===== config.mk =====
export PLATFORM = sky130hd
export DESIGN_NAME = lfsr
export DESIGN_NICKNAME = d
export VERILOG_FILES = /design/src/rtl/lfsr.sv
export SDC_FILE = /design/constraint.sdc
export NUM_CORES = 1
export LEC_CHECK = 0
export ABC_AREA = 1
export CORE_MARGIN = 3
export CORE_UTILIZATION = 35
export CTS_CLUSTER_DIAMETER = 150
export DETAILED_ROUTE_END_ITERATION = 10
export HOLD_SLACK_MARGIN = 0.02
export PLACE_DENSITY_LB_ADDON = 0.3
export SLEW_MARGIN = 15
export SYNTH_ARGS = -nofsm -noshare
export SYNTH_HDL_FRONTEND = slang
export SYNTH_SLANG_ARGS = --single-unit

===== constraint.sdc =====
create_clock -name clk -period 2 [get_ports clk]
set_input_delay 0.2 -clock clk [delete_from_list [all_inputs] [get_ports clk]]
set_output_delay 0.2 -clock clk [all_outputs]
set_load 0.02 [all_outputs]

===== src/rtl/lfsr.sv =====
// 24-bit maximal-length Fibonacci LFSR (x^24+x^23+x^22+x^17+1) with a
// selectable seed: each value of num starts its own repeatable sequence.
module lfsr #(
  parameter logic [23:0] SEED = 24'h000001
) (
  input  logic        clk,
  input  logic        rst,
  input  logic [3:0]  num,
  output logic [23:0] out
);

  logic [23:0] state;
  logic [23:0] state_nxt;
  logic [3:0]  num_q;
  logic [3:0]  seed_idx;
  logic        reseed;
  logic        fb;

  function automatic logic [23:0] rotl24(input logic [23:0] v, input logic [3:0] n);
    logic [47:0] d;
    d = {v, v} << n;
    return d[47:24];
  endfunction

  always_comb begin
    fb        = state[23] ^ state[22] ^ state[21] ^ state[16];
    reseed    = rst || (num != num_q) || (state == 24'h000000);
    // the lock-up guard only wins when num==num_q, so num selects the seed in every reseed case
    seed_idx  = (rst || (num != num_q)) ? num : num_q;
    state_nxt = {state[22:0], fb};
    if (reseed) begin
      state_nxt = rotl24(SEED, seed_idx);
    end
  end

  // num_q takes num on every edge: on reset or change it must, otherwise they already match
  always_ff @(posedge clk) begin
    state <= state_nxt;
    num_q <= num;
  end

  assign out = state;

endmodule


Word level (Yosys, flattened, before mapping)
Cells that the tools add are included.

storage, ports and cells
  register bits after elaboration = 28
  latch bits = 0
  memory bits (writable) = 0
  memory bits (read-only) = 0
  bits of input ports = 6
  output and inout port bits = 24
  logic and storage cells = 12
  memories kept = 0

operators by class
  add/subtract/negate cells = 0
  multiply operators = 0
  divide/modulo/power cells = 0
  $lt $le $gt $ge = 0
  eq/ne operators = 1
  shift operators = 1
  multiplexer cells = 2
  bitwise logic cells = 3
  reductions and logical operators = 3

operator list
  operator                 number
  $shl A25 B4 Y48 const A  1
  $logic_not A24 Y1        1
  $mux W24                 1
  $mux W4                  1
  $ne A4 B4 Y1             1
  $xor A1 B1 Y1            3
  $logic_or A1 B1 Y1       2

Longest topological paths before layout
  depth in word-level cells = 5
  depth in mapped cells = 10
  gate-level depth less buffers = 9

Worst setup path after synthesis
No wires, ideal clock.

  kind = register to register
  from = reg state[22] (netlist: out[22])
  to = reg state[10] (netlist: out[10])
  setup time = 0.059 ns
  arrival = 1.504 ns
  required time = 1.941 ns
  slack = 0.437 ns
  cell stages (with the launch flop) = 9
  path buffers = 1
  clock period less this slack = 1.563 ns
  cells stage by stage = dfxtp_1 -> inv_1 -> ha_1 -> nand3_1 -> nor2_1 -> nand3_1 -> clkbuf_1 -> nand3_1 -> nand2_1

on the way
  cells in the longest elaborated chain, start to end = 3

ends and longest elaborated chain
  item                    RTL line  source
  start, declared         12        logic [23:0] state;
  start signal, assigned  38        state <= state_nxt;
  $logic_not A24 Y1       27        reseed = rst || (num != num_q) || (state == 24'h000000);
  $logic_or A1 B1 Y1      27
  $mux W24                31        if (reseed) begin
  via state_nxt[10]       13        logic [23:0] state_nxt;

The timed path passes the listed nets, and every way through them passes these cells.

Worst setup path in the final report
  from = reg state[4] (netlist: out[4])
  to = out out[4]

RTL lines
  item           RTL line  source
  end, declared  9         output logic [23:0] out

No word-level cell between the ends.

==> impl_metrics.toml <==
[run_status]
run_status = "finished clean"

[synth]
async_flop_share = 0
syn_nets = 176
synth_top_family_by_area = "simple AND/OR/NAND/NOR gates"
netlist_area_mm2 = 0.00121
synth_top_area_share = 0.462
netlist_top_cells_count = "nand2_1, nor2_1, dfxtp_1, nand3_1, inv_1"
avgSynthCellArea_um2 = 7.18
synth-seq-cells = 28
synth_area_leaders = "dfxtp_1, nand2_1, nand3_1, nor2_1, nor2_2"
synth_cells = 169
synth_edf_count = 0
seq_area_frac_synth = 0.462
post-synth-top-count-cell = "nand2_1"
synth_fa_ha_area_frac = 0.0103
synth_xor_area_frac = 0.0144
synth_compound_area_frac = 0.00722
synthMuxAreaShare = 0
synthFlopType = "dfxtp_1"
synth_cell_types = 17
synth_top_area_cell = "dfxtp_1"
synthSimpleGateAreaFrac = 0.423
yosys_warnings = 0

[floorplanning]
die_w_um = 64.9
rows = 20
die_area_mm2 = 0.00421
initial_core_util = 0.382
die-height_um = 64.9
io_pins = 30
core_area_mm2 = 0.00318

[critical_path]
cp_cell_sequence = "clkdlybuf4s50_1"
arrival_ns = 1.38
critPathBufInv = 1
cp_slowest_cell = "clkdlybuf4s50_1"
worst-path-max-fanout = 3
end_kind = "output pin"
critPathRequiredTime_ns = 1.80
critPathKind = "reg -> out"
cpPeakStageDelay_ns = 0.63
path_delay_family = "buffers and inverters"
ff2ff_setup_slack_ns = 0.59
cp-start-kind = "flip-flop"

[cts]
cts_setup_buffers = 0
hold_buffers = 0
clk_pin_slew_ns = 0.15
cts_resized = 0
root_buffer = "clkbuf_4"
cts-buffers-inserted = 3
htree_levels = 1
clockBufferDepth = 2
clock-sinks = 28
clkLatencyLatePin_ns = 0.32
cts_tree = "yes"

[sta]
tightest_slew_ns = 0.291
min_period_ns = 1.58
fin_crit_sh = 0.791
maxSlewHeadroom = 0.806
hold_viol_final = 0
drv_slew = 0
fin_ws_ns = 0.418
rsz0062_at_grt = "no"
fmax_mhz = 632
setup-tns-final_ns = 0
fin_worst_skew_ns = 0.00686
finalSetupViolCount = 0

[detailed_routing]
ant_nets = 0
drtPass1Iterations = 6
routed_wl_um = 2540
vias_per_cell = 4.41
drc_errors = 0
drt-initial-drc-count = 59
route.vias.total = 1077
wl_per_cell_um = 10.4

[layout]
antenna_cells = 0
final_area_mm2 = 0.00158
fin_cells = 244
areaGrowthSynthToFinish_pct = 30.2
drive_above_1_share = 0.115
finalNetCount = 208

[pwr]
worst_ir_drop_vdd_mv = 0.331
powerDensity_mw_per_mm2 = 628
leakagePower_nw = 0.707

[place]
portBuffers = 29
dpl_worst_slack_ns = 0.185
gp_congestion = 0.809
dpl_cell_area_mm2 = 0.00154
dp.cells = 240
hpwl_um = 1930

[global_route]
grt_usage = 0.128
grt_pass1_vias = 988
grt_max_degree = 25
grt_pass1_wl_um = 4320
gr-total-overflow = 0
grt_antenna_before_repair = 0

[hold_path]
hold_path_class = "in -> reg"

[run]
drv_cap = 0
## layout make-up
class	count	area [um2]
multi-input combinational	119	552
tap	44	55.1
timing repair buffer	32	313
inverter	17	63.8
fill	340	1600
clock buffer	4	36.3
sequential	28	561
## kinds of logic (layout without fill, tap and decap cells)
kind of cell,after synthesis,after routing
fa+ha+maj,1,1
xor+xnor,2,2
flops,28,28
buf+inv,22,53
simple gates,115,115
compound gates,1,1
## sequential cells by signal, summed over array words and instances, names as in the netlist
register  cells
out          24
num_q         4
## where the power goes
group	total [mW]	internal [mW]	switching [mW]
clock network	0.273	0.111	0.161
registers	0.582	0.572	0.00961
logic	0.138	0.0513	0.0868
## routing by layer
metal | vias up | wire length (um) | track usage
met5 | - | 0 | 0
met4 | 0 | 17 | 0.0396
met3 | 2 | 174 | 0.0208
met2 | 35 | 1030 | 0.186
met1 | 462 | 1320 | 0.191
li1 | 578 | - | -
## path summary, 6_finish.rpt
path | from | to | cells past startpoint
max | out[4] | out[4] | 1
min | num[3] | num_q[3] | 1
max reg2reg | out[22] | out[7] | 8
min reg2reg | out[18] | out[19] | 2
## stage by stage
step	utilization	hold WS, ns	power, mW
floorplan	-	0.228	0.678
global placement	0.486	0.449	0.732
detailed placement	0.486	0.445	0.732
CTS	0.497	0.359	1.00
global route	0.497	0.361	1.04
finish	0.497	0.360	0.993
## placed cells by master (no fill, tap or decap), drive strengths merged
cell,n
nand2,48
ha,1
inv,17
o21ai,1
buf,3
nand3,26
clkdlybuf4s50,29
xnor2,1
clkbuf,4
xor2,1
dfxtp,28
nor2,41
Note: power is estimated with default switching activity, not from simulation.
